==> src/rtl/axi_wr_arb_pkg.sv <==
// Shared types for the AXI write-channel arbiter: FSM state encoding and
// the AXI B-channel response codes used on the requester side.
package axi_wr_arb_pkg;

    // One transaction walks IDLE -> ADDR -> DATA -> RESP -> IDLE.
    typedef enum logic [1:0] {
        IDLE = 2'd0,
        ADDR = 2'd1,
        DATA = 2'd2,
        RESP = 2'd3
    } state_e;

    localparam logic [1:0] OKAY   = 2'b00;
    localparam logic [1:0] SLVERR = 2'b10;

endpackage

==> src/rtl/axi_wr_arbiter_rr_pick.sv <==
// rr_pick: combinational one-hot request picker.
// Default: round-robin, the first requester at or after ptr wins.
// With AXI_WR_ARB_FIXED_PRIO_EN defined: fixed priority, lowest index wins,
// and the ptr input does not exist.
module rr_pick #(
    parameter int N = 4
) (
    input  logic [N-1:0]         req,
`ifndef AXI_WR_ARB_FIXED_PRIO_EN
    input  logic [$clog2(N)-1:0] ptr,
`endif
    output logic [N-1:0]         gnt
);

    logic found;

`ifdef AXI_WR_ARB_FIXED_PRIO_EN
    // Priority encoder: first set bit from index 0 upwards.
    always_comb begin
        // NOTE: every variable written here gets a default first, so no path
        // leaves it unassigned and no latch is inferred.
        gnt   = '0;
        found = 1'b0;
        for (int j = 0; j < N; j++) begin
            if (!found && req[j]) begin
                gnt[j] = 1'b1;
                found  = 1'b1;
            end
        end
    end
`else
    // Round-robin: scan offsets 0..N-1 from ptr; only constant indices are
    // used so the search unrolls into a flat compare tree.
    always_comb begin
        gnt   = '0;
        found = 1'b0;
        for (int ofs = 0; ofs < N; ofs++) begin
            for (int j = 0; j < N; j++) begin
                if (!found && req[j] && (((j - int'(ptr) + N) % N) == ofs)) begin
                    gnt[j] = 1'b1;
                    found  = 1'b1;
                end
            end
        end
    end
`endif

endmodule

==> src/rtl/axi_wr_arbiter.sv <==
// axi_wr_arbiter: shares one AXI write master (AW/W/B) between NREQ
// requesters. A granted requester owns the channel from AW through B;
// wlast is generated from an internal beat counter.
// Build option: AXI_WR_ARB_FIXED_PRIO_EN selects fixed priority (lowest
// index wins) instead of round-robin.
module axi_wr_arbiter
    import axi_wr_arb_pkg::*;
#(
    parameter int NREQ = 4,
    parameter int AW   = 32,
    parameter int DW   = 64
) (
    input  logic                  clk,
    input  logic                  rst,
    input  logic [NREQ*AW-1:0]    req_awaddr,
    input  logic [NREQ*8-1:0]     req_awlen,
    input  logic [NREQ*3-1:0]     req_awsize,
    input  logic [NREQ*2-1:0]     req_awburst,
    input  logic [NREQ-1:0]       req_awvalid,
    output logic [NREQ-1:0]       req_awready,
    input  logic [NREQ*DW-1:0]    req_wdata,
    input  logic [NREQ*DW/8-1:0]  req_wstrb,
    input  logic [NREQ-1:0]       req_wvalid,
    output logic [NREQ-1:0]       req_wready,
    output logic [NREQ-1:0]       req_bvalid,
    output logic [1:0]            req_bresp,
    input  logic [NREQ-1:0]       req_bready,
    output logic [AW-1:0]         m_axi_awaddr,
    output logic [7:0]            m_axi_awlen,
    output logic [2:0]            m_axi_awsize,
    output logic [1:0]            m_axi_awburst,
    output logic                  m_axi_awvalid,
    input  logic                  m_axi_awready,
    output logic [DW-1:0]         m_axi_wdata,
    output logic [DW/8-1:0]       m_axi_wstrb,
    output logic                  m_axi_wlast,
    output logic                  m_axi_wvalid,
    input  logic                  m_axi_wready,
    input  logic [1:0]            m_axi_bresp,
    input  logic                  m_axi_bvalid,
    output logic                  m_axi_bready,
    output logic [NREQ-1:0]       grant
);

    localparam int SW = DW / 8;
    localparam int PW = $clog2(NREQ);

    state_e            state_q, state_d;
    logic [NREQ-1:0]   grant_q, grant_d;
    logic [7:0]        beat_q,  beat_d;
    logic [7:0]        len_q,   len_d;
    logic [NREQ-1:0]   pick_gnt;
`ifndef AXI_WR_ARB_FIXED_PRIO_EN
    logic [PW-1:0]     ptr_q,   ptr_d;
`endif

    rr_pick #(.N(NREQ)) u_pick (
        .req (req_awvalid),
`ifndef AXI_WR_ARB_FIXED_PRIO_EN
        .ptr (ptr_q),
`endif
        .gnt (pick_gnt)
    );

    assign grant = grant_q;

    // Channel mux: route the granted requester onto the shared port; every
    // handshake signal is qualified by the state that owns that channel.
    always_comb begin
        m_axi_awaddr  = '0;
        m_axi_awlen   = '0;
        m_axi_awsize  = '0;
        m_axi_awburst = '0;
        m_axi_wdata   = '0;
        m_axi_wstrb   = '0;
        for (int i = 0; i < NREQ; i++) begin
            if (grant_q[i]) begin
                m_axi_awaddr  = req_awaddr[i*AW +: AW];
                m_axi_awlen   = req_awlen[i*8 +: 8];
                m_axi_awsize  = req_awsize[i*3 +: 3];
                m_axi_awburst = req_awburst[i*2 +: 2];
                m_axi_wdata   = req_wdata[i*DW +: DW];
                m_axi_wstrb   = req_wstrb[i*SW +: SW];
            end
        end
        m_axi_awvalid = (state_q == ADDR) && |(req_awvalid & grant_q);
        req_awready   = (state_q == ADDR) ? (grant_q & {NREQ{m_axi_awready}}) : '0;
        m_axi_wvalid  = (state_q == DATA) && |(req_wvalid & grant_q);
        m_axi_wlast   = (state_q == DATA) && (beat_q == len_q);
        req_wready    = (state_q == DATA) ? (grant_q & {NREQ{m_axi_wready}}) : '0;
        req_bvalid    = (state_q == RESP) ? (grant_q & {NREQ{m_axi_bvalid}}) : '0;
        req_bresp     = (state_q == RESP) ? m_axi_bresp : OKAY;
        m_axi_bready  = (state_q == RESP) && |(req_bready & grant_q);
    end

    // Next-state logic: grant on request, advance on each channel handshake.
    always_comb begin
        state_d = state_q;
        grant_d = grant_q;
        beat_d  = beat_q;
        len_d   = len_q;
`ifndef AXI_WR_ARB_FIXED_PRIO_EN
        ptr_d   = ptr_q;
`endif
        unique case (state_q)
            IDLE: begin
                if (|req_awvalid) begin
                    grant_d = pick_gnt;
                    state_d = ADDR;
                end
            end
            ADDR: begin
                if (m_axi_awvalid && m_axi_awready) begin
                    len_d   = m_axi_awlen;
                    beat_d  = '0;
                    state_d = DATA;
                end
            end
            DATA: begin
                if (m_axi_wvalid && m_axi_wready) begin
                    beat_d = beat_q + 8'd1;
                    if (m_axi_wlast) begin
                        state_d = RESP;
                    end
                end
            end
            RESP: begin
                if (m_axi_bvalid && m_axi_bready) begin
                    grant_d = '0;
                    state_d = IDLE;
`ifndef AXI_WR_ARB_FIXED_PRIO_EN
                    for (int i = 0; i < NREQ; i++) begin
                        if (grant_q[i]) begin
                            ptr_d = PW'((i + 1) % NREQ);
                        end
                    end
`endif
                end
            end
            default: state_d = IDLE;
        endcase
    end

    // State registers; reset abandons any transaction in flight.
    always_ff @(posedge clk or posedge rst) begin
        // NOTE: sequential state uses non-blocking assignments so every flop
        // samples the pre-edge values, independent of statement order.
        if (rst) begin
            state_q <= IDLE;
            grant_q <= '0;
            beat_q  <= '0;
            len_q   <= '0;
`ifndef AXI_WR_ARB_FIXED_PRIO_EN
            ptr_q   <= '0;
`endif
        end else begin
            state_q <= state_d;
            grant_q <= grant_d;
            beat_q  <= beat_d;
            len_q   <= len_d;
`ifndef AXI_WR_ARB_FIXED_PRIO_EN
            ptr_q   <= ptr_d;
`endif
        end
    end

endmodule

==> config.mk <==
export PLATFORM = sky130hd
export DESIGN_NAME = axi_wr_arbiter
export DESIGN_NICKNAME = d
export VERILOG_FILES = /design/src/rtl/axi_wr_arb_pkg.sv /design/src/rtl/axi_wr_arbiter_rr_pick.sv /design/src/rtl/axi_wr_arbiter.sv
export SDC_FILE = /design/constraint.sdc
export NUM_CORES = 1
export LEC_CHECK = 0
export BUFFER_PORTS_ARGS = -buffer_cell sky130_fd_sc_hd__clkbuf_2
export CAP_MARGIN = 20
export CORE_AREA = 4 4 241 243
export DETAILED_ROUTE_END_ITERATION = 16
export DIE_AREA = 0 0 245 247
export HOLD_SLACK_MARGIN = 0.06
export SETUP_SLACK_MARGIN = 0.1
export SLEW_MARGIN = 20
export SYNTH_ARGS = -nofsm -noshare
export SYNTH_HDL_FRONTEND = slang
export SYNTH_SLANG_ARGS = --single-unit
export TNS_END_PERCENT = 100
==> constraint.sdc <==
create_clock -name clk -period 2.13 [get_ports clk]
set_input_delay 0.5325 -clock clk [delete_from_list [all_inputs] [get_ports clk]]
set_output_delay 0.5325 -clock clk [all_outputs]
set_load 0.02 [all_outputs]
Yosys cells after proc, flatten, opt, wreduce, memory -nomap -nowiden
Index checks and enable logic that the tools add are counted.
{"block": "classes", "add_sub_neg": 9, "multipliers": 0, "div": 0, "n_lt_le_gt_ge": 0, "eq_ne": 21, "n_shift": 0, "n_mux": 74, "bitwise_logic": 10, "n_reduce_logical": 74}
{"op": "64-bit two-way mux", "n": 4}
{"op": "32-bit by 4-bit adder with 32-bit output (second input constant)", "n": 4}
{"op": "32-bit zero test", "n": 4}
{"op": "32-bit two-way mux", "n": 4}
{"op": "8-bit two-way mux", "n": 10}
{"op": "1-bit logical AND", "n": 38}
{"op": "1-bit two-way mux", "n": 30}
{"op": "2-bit two-way mux", "n": 14}
{"op": "4-bit AND", "n": 6}
{"op": "3-bit == test (second input constant)", "n": 8}
{"op": "4-bit two-way mux", "n": 5}
{"op": "8-bit case mux with 2 select lines", "n": 1}
{"op": "4-bit OR reduction", "n": 4}
{"op": "1-bit zero test", "n": 15}
{"op": "3-bit by 2-bit == test with 1-bit output (second input constant)", "n": 4}
{"op": "3-bit two-way mux", "n": 4}
{"op": "3-bit AND reduction", "n": 3}
{"op": "8-bit by 1-bit adder with 8-bit output (second input constant)", "n": 1}
{"op": "8-bit == test", "n": 1}
{"op": "2-bit case mux with 4 select lines", "n": 1}
{"op": "4-bit case mux with 2 select lines", "n": 1}
{"op": "2-bit OR reduction", "n": 4}
{"op": "2-bit by 1-bit != test with 1-bit output (second input constant)", "n": 3}
{"op": "1-bit by 2-bit subtractor with 3-bit output (first input constant)", "n": 2}
{"op": "other kinds (10)", "n": 17}
{"block": "word_totals", "register_bits": 24, "latchBits": 0, "ram_bits": 0, "romBits": 0, "input_bits": 487, "output_inout_bits": 139, "memories": 0}

Longest topological paths before layout
Gate-level depths: netlist of run 1.
{"block": "depth", "word_depth": 69, "depth_mapped": 9}

Cells and area by module
From an unflattened synthesis of run 1, not the netlist that was laid out.
{"block": "hier_totals", "cells_unflattened": 723, "area_unflattened_um2": 4823.4}
{"module": "axi_wr_arbiter", "n_inst": 1, "cells_per_inst": 707, "area_per_inst_um2": 4713.3}
{"module": "rr_pick", "n_inst": 1, "cells_per_inst": 16, "area_per_inst_um2": 110.1}

Worst setup path after synthesis of run 1
No wires, ideal clock.
{"block": "synth_path", "kind": "reg-to-output", "startpoint": "register grant_q[1], in the netlist grant[1]", "endpoint": "output m_axi_wdata[19]", "t_arrival_ps": 1918, "slack_ps": -320, "path_stages_with_launch": 7, "cell_sequence": "dfrtp_1 > buf_2 > clkbuf_1 > buf_1 > a221o_1 > o21ai_0 > o21ai_0"}
{"block": "synth_between", "elab_chain_cells": 3}
{"item": "start: declaration", "line": "axi_wr_arbiter.sv:49", "rtl": "logic [NREQ-1:0] grant_q, grant_d;"}
{"item": "start signal: assignment", "line": "axi_wr_arbiter.sv:158", "rtl": "grant_q <= grant_d;"}
{"item": "64-bit two-way mux (3 in a row)", "line": "axi_wr_arbiter.sv:77", "rtl": "if (grant_q[i]) begin"}
{"item": "end: declaration", "line": "axi_wr_arbiter.sv:34", "rtl": "output logic [DW-1:0] m_axi_wdata,"}
No other way between the ends.

Worst setup path in the final report of run 1
{"block": "layout_path", "startpoint": "register grant_q[1], in the netlist grant[1]", "endpoint": "output m_axi_wdata[17]"}
The elaborated chain is that of the path after synthesis.

==> impl_metrics.tcl, run 1 <==
set metrics [dict create \
    powerDensity_nw_per_um2 1843 \
    yosys_warnings 0 \
    fmax_ghz 0.4036 \
    dieHeight_microns 247 \
    clock_latency_ns 0.26 \
    cts_buffers 3 \
    boundaryPins 626 \
    dp_hpwl_microns 34620 \
    globalRouteTotalUtil 0.1335 \
    drtIter0Drc 559 \
    fp.dieW_microns 245 \
    cts-root-buf "clkbuf_16" \
    instances_no_fill 2193 \
    syn_area_sq_um 4686 \
    avgSynthCellArea_sq_um 6.384 \
    relSlewSlack 0.7695 \
    wire_per_inst_microns 22.13 \
    critPathMostFrequentCell "o21ai_2" \
    crit_slowest_cell "dfrtp_4" \
    cts_tree "built" \
    synth_flop_cell "dfrtp_1" \
    placed_cells 2123 \
    placementRows 87 \
    setup_viol 124 \
    clk_pin_slew_ns 0.06 \
    gp_routability_congestion 0.9448 \
    start_util 0.08375 \
    antenna_found_initial 18 \
    path_max_fanout 12 \
    final-max-slew-violation-count 0 \
    nNetsFinal 1924 \
    ys_seq_area_frac 0.1282 \
    cts_hold_buf 0 \
    avgViaCountPerCell 4.166 \
    ys_seq_elements 24 \
    syn_nets 1227 \
    outcome "finished, violations left" \
    violations "negative setup slack" \
    overflow 0 \
    grt_pass1_wl_microns 59480 \
    crit_chain "nor2b_4 -> buf_12 -> buf_16 -> a221o_1 -> o21ai_2 -> o21ai_2 -> buf_6" \
    grt_pass1_vias 8822 \
    fin_skew_ns 0.002976 \
    syn_inst 734 \
    endpoint_kind "primary output" \
    die_area_sq_um 60520 \
    drc_errors 0 \
    clock_sinks 24 \
    dr.pass1.iters 5 \
    hold_viol 0 \
    crit_required_ns 1.60 \
    crit_arrival_ns 1.94 \
    cp-start-kind "flop" \
    io_buffers 625 \
    p_total_uw 22910 \
    crit_type "reg2out" \
    synth_edf_count 0 \
    worstMarginPinSlew_ns 0.3457 \
    coreArea_sq_um 55950 \
    antenna_left 0 \
    clockBufferDepth 2 \
    synth_async_sr_flop_share 1.000 \
    p_leak_uw 0.005792 \
    wirelength_microns 48540 \
    worstHoldPathType "in2async" \
    rsz0062_at_grt "yes" \
    fin_ws_ns -0.3474 \
    drv_cap 0 \
    syn_to_final_growth_pct 165.4 \
    grt_max_degree 52 \
    htree_levels 1 \
    fin_crit_sh 1.163 \
    slowest_delay_ns 0.49 \
    vdd_ir_drop_max_mv 1.174 \
    ys_types 44 \
    period_needed_ns 2.477 \
    num_vias 9135 \
    layout-drive-gt1-share 0.7077 \
]
==> per-stage QoR <==
step	TNS [ns]	instance area, sq um	worst slack, ns	util	hold WS, ns
2_1_floorplan	0	5235	0.02266	-	0.4666
3_3_place_gp	-0.9192	9861	-0.1167	0.1762	0.4839
3_5_place_dp	-1.288	9861	-0.1312	0.1762	0.4902
4_1_cts	-33.75	11200	-0.3487	0.2002	0.3268
5_1_grt	-38.26	12430	-0.3996	0.2221	0.3446
6_report	-30.39	12430	-0.3474	0.2222	0.3209
==> final timing paths <==
check / startpoint / slack, ns / depth (start not counted) / endpoint
setup reg to reg: grant[2] / 0 / 8 / grant[0]
max in group asynchronous: rst / 1.52 / 3 / grant[1]
hold reg to reg: len_q[7] / 0.50 / 2 / len_q[7]
setup / recovery: grant[1] / -0.35 / 7 / m_axi_wdata[17]
min in group clk: len_q[7] / 0.50 / 2 / len_q[7]
hold / removal: rst / 0.32 / 3 / ptr_q[1]
==> layer usage <==
metal	track usage	wire [microns]
met1	0.1692	20060
met4	0.05068	1753
met3	0.03004	4025
met5	0	27
met2	0.2213	22670
==> synth_stat cells (all sizes together) (9+ instances only) <==
master	instances	area, sq um
a221oi	9	85.08
buf	21	107.6
clkbuf	63	237.7
xnor2	11	96.34
a221o	108	1081
nand2	151	566.8
o21ai	225	1137
dfrtp	24	600.6
a21oi	14	81.33
inv	10	37.54
nor2	28	105.1
==> layout make-up <==
class                   count  area [sq um]
diodes                      7         17.52
well taps                 756         945.9
flip-flops and latches     24         616.8
fillers                  6234         43520
clock buffers               4         88.84
inverters                  10         63.81
repair buffers            776          6082
multi-input cells         616          4619
==> registers in the layout, summed over array words and instances, names as in the netlist <==
register	count
state_q	2
grant	4
beat_q	8
len_q	8
ptr_q	2
==> cells by family after synthesis <==
kind of cell / count (synthesis) / synth area share
compound gates: 381 / 0.5522
simple gates: 210 / 0.1834
buf+inv: 94 / 0.08171
flops: 24 / 0.1282
xor+xnor: 12 / 0.02243
mux: 7 / 0.01602
fa+ha+maj: 6 / 0.01602
==> worst max-delay path, delay by kind of cell (launching register included) <==
kind	cells	cell delay (ns)
AOI/OAI and AO/OA	3	0.53
buffers and inverters	3	0.52
DFF	1	0.49
and+or+nand+nor	1	0.13
==> layout by cell type, fill, tap and decap left out, types with 8 or more instances in the layout <==
master / Yosys / final
o21ai_2: 0 / 178
a21oi_1: 13 / 11
clkbuf_8: 0 / 56
a221o_1: 108 / 108
o21ai_1: 10 / 38
buf_6: 0 / 74
buf_16: 0 / 18
clkbuf_2: 1 / 500
nor2_1: 28 / 26
a221oi_2: 1 / 8
clkbuf_16: 0 / 13
xnor2_1: 11 / 11
buf_12: 0 / 22
nand2_1: 151 / 149
o21ai_0: 214 / 8
buf_4: 3 / 88
dfrtp_1: 24 / 17
==> where the power goes <==
group | total (uW) | switching, uW | internal [uW] | leakage (uW)
logic | 21600 | 11100 | 10500 | 0.00544
registers | 874 | 231 | 643 | 0.000304
clock network | 450 | 163 | 287 | 0.0000442
==> timing repair <==
action / 4_1_cts / 5_1_grt
pin swaps: 15 / 29
resized for setup: 230 / 338
setup endpoints to repair: 140 / 144
cloned: 13 / 13
buffers inserted: 14 / 21
Power figures use the tool's default switching activity.
==> run 2, diff against run 1 <==
--- a/config.mk
+++ b/config.mk
@@ -11,6 +11,7 @@
 export DETAILED_ROUTE_END_ITERATION = 16
 export DIE_AREA = 0 0 245 247
 export HOLD_SLACK_MARGIN = 0.06
+export MAX_ROUTING_LAYER = met4
 export SETUP_SLACK_MARGIN = 0.1
 export SLEW_MARGIN = 20
 export SYNTH_ARGS = -nofsm -noshare
==> run 2 against run 1 <==
  * Clock skew increased by 0.0015 ns
  * Global-route usage decreased by 0.097 points
  * Sequential cell count unchanged
  * The run still ends with negative setup slack left
  * Critical path type unchanged
  * First-iteration DRC count increased by 1.8%
  * Combinational power decreased by 2%
  * Count of clock-buffer cells in the layout decreased by 1
==> impl_metrics.tcl, run 2 (synthesis results as in run 1) <==
set metrics [dict create \
    grt_max_degree 53 \
    start_util 0.08375 \
    crit_arrival_ns 1.97 \
    powerDensity_nw_per_um2 1822 \
    clk_pin_slew_ns 0.07 \
    fmax_ghz 0.3994 \
    violations "negative setup slack" \
    crit_chain "nor2b_4 -> buf_12 -> buf_6 -> clkbuf_16 -> a221o_1 -> o21ai_1 -> o21ai_2 -> clkbuf_8" \
    wirelength_microns 48200 \
    fp.dieW_microns 245 \
    endpoint_kind "primary output" \
    final_cell_mix "clkbuf_2 (501), o21ai_2 (150), nand2_1 (149), buf_4 (112), a221o_1 (108)" \
    avgViaCountPerCell 4.183 \
    hold_viol 0 \
    rsz0062_at_grt "yes" \
    placementRows 87 \
    boundaryPins 626 \
    cts_hold_buf 0 \
    slowest_delay_ns 0.50 \
    dr_wl_met3_microns 4020 \
    dp_slack_ns -0.1414 \
    drv_cap 0 \
    cts-root-buf "clkbuf_16" \
    fin_crit_sh 1.176 \
    io_buffers 625 \
    clockBufferDepth 2 \
    cp-start-kind "flop" \
    cts_tree "built" \
    antenna_left 0 \
    num_vias 9241 \
    path_max_fanout 6 \
    final_core_util 0.2211 \
    setup_viol 125 \
    nNetsFinal 1935 \
    dp_hpwl_microns 34820 \
    fin_ws_ns -0.3741 \
    clock_sinks 24 \
    die_area_sq_um 60520 \
    crit_required_ns 1.60 \
    crit_slowest_cell "dfrtp_4" \
    htree_levels 1 \
    vdd_ir_drop_max_mv 1.225 \
    crit_type "reg2out" \
    layout-drive-gt1-share 0.6947 \
    antenna_found_initial 19 \
    design_area_sq_um 12370 \
    grt_pass1_vias 8770 \
    dr.pass1.iters 5 \
    final-max-slew-violation-count 0 \
    drc_errors 0 \
    fin_skew_ns 0.004522 \
    globalRouteTotalUtil 0.1326 \
    clock_latency_ns 0.26 \
    wire_per_inst_microns 21.82 \
    syn_to_final_growth_pct 164.0 \
    dieHeight_microns 247 \
    top_layer_used "met4" \
    worstMarginPinSlew_ns 0.3396 \
    dr_wl_met2_microns 22670 \
    coreArea_sq_um 55950 \
    overflow 0 \
    grt_pass1_wl_microns 57960 \
    place_area_sq_um 9836 \
    cts_buffers 3 \
    gp_routability_congestion 0.9419 \
    period_needed_ns 2.504 \
    outcome "finished, violations left" \
    p_leak_uw 0.005793 \
    relSlewSlack 0.7720 \
    drtIter0Drc 569 \
    final_common_cell "clkbuf_2" \
    m1WireLength_microns 19890 \
    worstHoldPathType "in2async" \
]
-- run 2: changes by cell type in the layout (fill, tap and decap cells not counted), sizes merged --
cell,before,now
bufinv,0,1
clkbuf,570,594
buf,208,196
diode,7,12
bufbuf,2,0
-- run 2: through the flow --
step	total power, uW	std cells	hold slack (ns)	TNS, ns
6_report	22530	2209	0.3182	-34.05
5_1_grt	23750	2208	0.3531	-42.99
4_1_cts	17120	2144	0.3212	-34.57
3_5_place_dp	13840	2118	0.4867	-1.800
3_3_place_gp	13840	2118	0.4855	-0.8056
2_1_floorplan	8761	734	0.4666	0
-- run 2: final timing paths --
path | slack [ns] | start | cells past startpoint | to
worst max-delay path | -0.37 | grant[1] | 8 | m_axi_wdata[52]
worst min-delay path | 0.32 | rst | 3 | grant[3]
worst max register to register | -0.04 | grant[2] | 8 | grant[1]
worst min register to register | 0.50 | len_q[4] | 2 | len_q[4]
max in group asynchronous | 1.53 | rst | 3 | grant[1]
min in group clk | 0.50 | len_q[4] | 2 | len_q[4]
-- run 2: layout make-up --
| class | instances | area (sq um) |
|---|---|---|
| antenna | 12 | 30.03 |
| clock buffer | 3 | 75.07 |
| sequential | 24 | 616.8 |
| fill | 6236 | 43580 |
| timing repair buffer | 787 | 6043 |
| tap | 756 | 945.9 |
| multi-input combinational | 616 | 4578 |
| clock inverter | 1 | 30.03 |
| inverter | 10 | 50.05 |
-- run 2: worst max-delay path: cells and delay by family, from the launching register on --
family                 cells  cell delay (ns)
and+or+nand+nor            1             0.16
buffers and inverters      4             0.64
AOI/OAI and AO/OA          3             0.39
DFF                        1             0.50
-- run 2: what timing repair did --
| item | CTS | global route |
|---|---|---|
| endpoints found under the setup margin | 139 | 146 |
| pin swaps | 16 | 51 |
| cloned | 6 | 17 |
| buffers inserted | 16 | 36 |
| gates resized for setup | 239 | 250 |
-- run 2: power breakdown --
part           total, uW  internal (uW)  switching, uW
Clock                557            374            183
Combinational      21100          10300          10800
Sequential           869            643            226
Total              22500          11300          11200
-- run 2: per-layer routing --
metal,vias up,global-route usage
li1,4284,-
met5,-,-
met2,562,0.2148
met3,71,0.03166
met1,4324,0.1599
met4,0,0.05085
==> run 3, diff against run 2 <==
--- a/config.mk
+++ b/config.mk
@@ -7,9 +7,9 @@
 export LEC_CHECK = 0
 export BUFFER_PORTS_ARGS = -buffer_cell sky130_fd_sc_hd__clkbuf_2
 export CAP_MARGIN = 20
-export CORE_AREA = 4 4 241 243
+export CORE_AREA = 4 4 242 244
 export DETAILED_ROUTE_END_ITERATION = 16
-export DIE_AREA = 0 0 245 247
+export DIE_AREA = 0 0 246 248
 export HOLD_SLACK_MARGIN = 0.06
 export MAX_ROUTING_LAYER = met4
 export SETUP_SLACK_MARGIN = 0.1
==> constraint.sdc (replaced) <==
create_clock -name clk -period 2.25 [get_ports clk]
set_input_delay 0.5625 -clock clk [delete_from_list [all_inputs] [get_ports clk]]
set_output_delay 0.5625 -clock clk [all_outputs]
set_load 0.02 [all_outputs]
==> run 3 against run 2 <==
  * The run still ends with negative setup slack left
  * Non-clock buffer count shrank 31
  * Via count shrank 3.9%
  * Wire length shrank 7.7%
  * Clock skew shrank 0.0028 ns
  * Count of clock-buffer cells in the layout is the same
  * Final cell count shrank 1.2%
  * Clock power shrank 7.0%
  * Sequential share of layout area grew 0.19 points
  * Critical path depth is the same
==> impl_metrics.tcl, run 3 (synthesis results as in run 1) <==
set metrics [dict create \
    slowest_delay_ns 0.50 \
    dp_hpwl_microns 36130 \
    fp.dieW_microns 246 \
    instances_no_fill 2183 \
    hold_viol 0 \
    comb_power_share 0.934 \
    power.switching_uw 9942 \
    num-fill-cells 6290 \
    antenna_found_initial 22 \
    worstMarginPinSlew_ns 0.3937 \
    drtIter0Drc 485 \
    place_area_sq_um 9776 \
    path_max_fanout 10 \
    met1_usage 0.1584 \
    fmax_ghz 0.3977 \
    die_area_sq_um 61010 \
    drc_errors 0 \
    crit_buf_inv 4 \
    clock_sinks 24 \
    avgViaCountPerCell 4.070 \
    placementRows 87 \
    dr.pass1.iters 5 \
    gr-usage-met3 0.04689 \
    fin_crit_sh 1.118 \
    worstHoldPathType "in2async" \
    endpoint_kind "primary output" \
    powerDensity_nw_per_um2 1690 \
    grt-busiest-layer "met2" \
    period_needed_ns 2.514 \
    crit_family "buffers and inverters" \
    cts_tree "built" \
    setup_tns_ns -20.76 \
    cts-root-buf "clkbuf_16" \
    r2r-end "grant[2]" \
    critPathMostFrequentCell "buf_12" \
    dieHeight_microns 248 \
    crit_type "reg2out" \
    outcome "finished, violations left" \
    final_core_util 0.2108 \
    relSlewSlack 0.7338 \
    reg2reg_slack_ns 0.01 \
    cp-start-kind "flop" \
    globalRouteTotalUtil 0.1358 \
    sw_frac_of_total 0.4961 \
    ff_latch_area_sq_um 614.3 \
    num_vias 8884 \
    setup_viol 118 \
    multi_input_area_sq_um 4556 \
    p_leak_uw 0.005557 \
    cp-endpoint "m_axi_wdata[61]" \
    grt_pass1_wl_microns 59540 \
    worstReg2RegStart "grant[2]" \
    dp_slack_ns -0.08658 \
    clockBufferDepth 2 \
    crit_cells 8 \
    start_util 0.08326 \
    fin_skew_ns 0.001675 \
    coreArea_sq_um 56280 \
    rsz0062_at_grt "yes" \
    vdd_ir_drop_max_mv 1.010 \
    syn_to_final_growth_pct 153.1 \
    crit_chain "nor2b_4 -> buf_12 -> buf_12 -> clkbuf_16 -> a221o_1 -> o21ai_1 -> o21ai_2 -> clkbuf_8" \
    wirelength_microns 44490 \
    final_common_cell "clkbuf_2" \
    gp_routability_congestion 0.9343 \
    crit_required_ns 1.69 \
    seqPwrFrac 0.041 \
    io_buffers 625 \
    cellInternalPower_uw 10100 \
    grt_max_degree 48 \
    boundaryPins 626 \
    antenna_left 0 \
    placed_cells 2118 \
    htree_levels 1 \
    final-max-slew-violation-count 0 \
    reg2regPathDepth 9 \
    gr-usage-met2 0.2198 \
    layout-drive-gt1-share 0.6830 \
    wire_per_inst_microns 20.38 \
    overflow 0 \
    violations "negative setup slack" \
    power.clock.fraction 0.026 \
    crit_arrival_ns 1.95 \
    clk_pin_slew_ns 0.07 \
    fin_ws_ns -0.2645 \
    nNetsFinal 1904 \
    design_area_sq_um 11860 \
    clock_latency_ns 0.26 \
    cts_buffers 3 \
    setup.worst_path.start "grant[1]" \
    final_cell_mix "clkbuf_2 (503), o21ai_2 (154), nand2_1 (150), a221o_1 (108), buf_4 (99)" \
    crit_slowest_cell "dfrtp_4" \
    grt_pass1_vias 8898 \
    drv_cap 0 \
]
run 3: cell types whose count changed in the layout (fill, tap and decap cells not counted), moves of 3 or more:
| cell | change |
|---|---|
| buf_6 | -18 |
| buf_4 | -13 |
| clkbuf_8 | +10 |
| clkbuf_16 | -9 |
| buf_16 | -6 |
| o21ai_1 | -6 |
| diode_2 | +5 |
| o21ai_2 | +4 |
| buf_8 | +3 |
| nor2_1 | +3 |
| o21ai_0 | +3 |
run 3: timing repair:
action | in CTS | in global routing
setup buffers | 22 | 16
hold endpoints to repair | 0 | 0
hold buffers | 0 | 0
pin swaps | 31 | 48
cloned | 5 | 3
endpoints found under the setup margin | 130 | 136
resized for setup | 328 | 129
run 3: through the flow:
step	total power, uW	hold slack (ns)
final	20040	0.3210
after CTS	19030	0.3341
after global routing	21230	0.3653
after global placement	14680	0.4850
after floorplan	8211	0.4667
after detailed placement	14690	0.4901
run 3: layer usage:
layer	part of all wire	routed length, microns
met1	0.41	18320
met2	0.47	20860
met3	0.088	3934
met4	0.031	1382
met5	0	0
run 3: layout make-up:
cell class | instances | share of cell area
timing repair buffer | 756 | 0.4686
inverter | 10 | 0.003376
sequential | 24 | 0.05179
tap | 756 | 0.07975
antenna | 17 | 0.003586
clock inverter | 1 | 0.002532
multi-input combinational | 616 | 0.3841
clock buffer | 3 | 0.006329
run 3: worst min path at each step:
stage / end
CTS: len_q[7]
finish: len_q[7]
floorplan: len_q[1]
detailed placement: len_q[0]
global placement: len_q[4]
global route: len_q[7]
run 3: worst min-delay path: cells and delay by family:
family,cells,cell delay (ns)
buffers and inverters,3,0.42
run 3: power by group through the flow:
stage | clock [uW] | sequential [uW] | combinational (uW)
3_5_place_dp | 0 | 776 | 13900
5_1_grt | 545 | 835 | 19900
3_3_place_gp | 0 | 774 | 13900
6_report | 518 | 814 | 18700
4_1_cts | 531 | 835 | 17700
2_1_floorplan | 0 | 730 | 7480
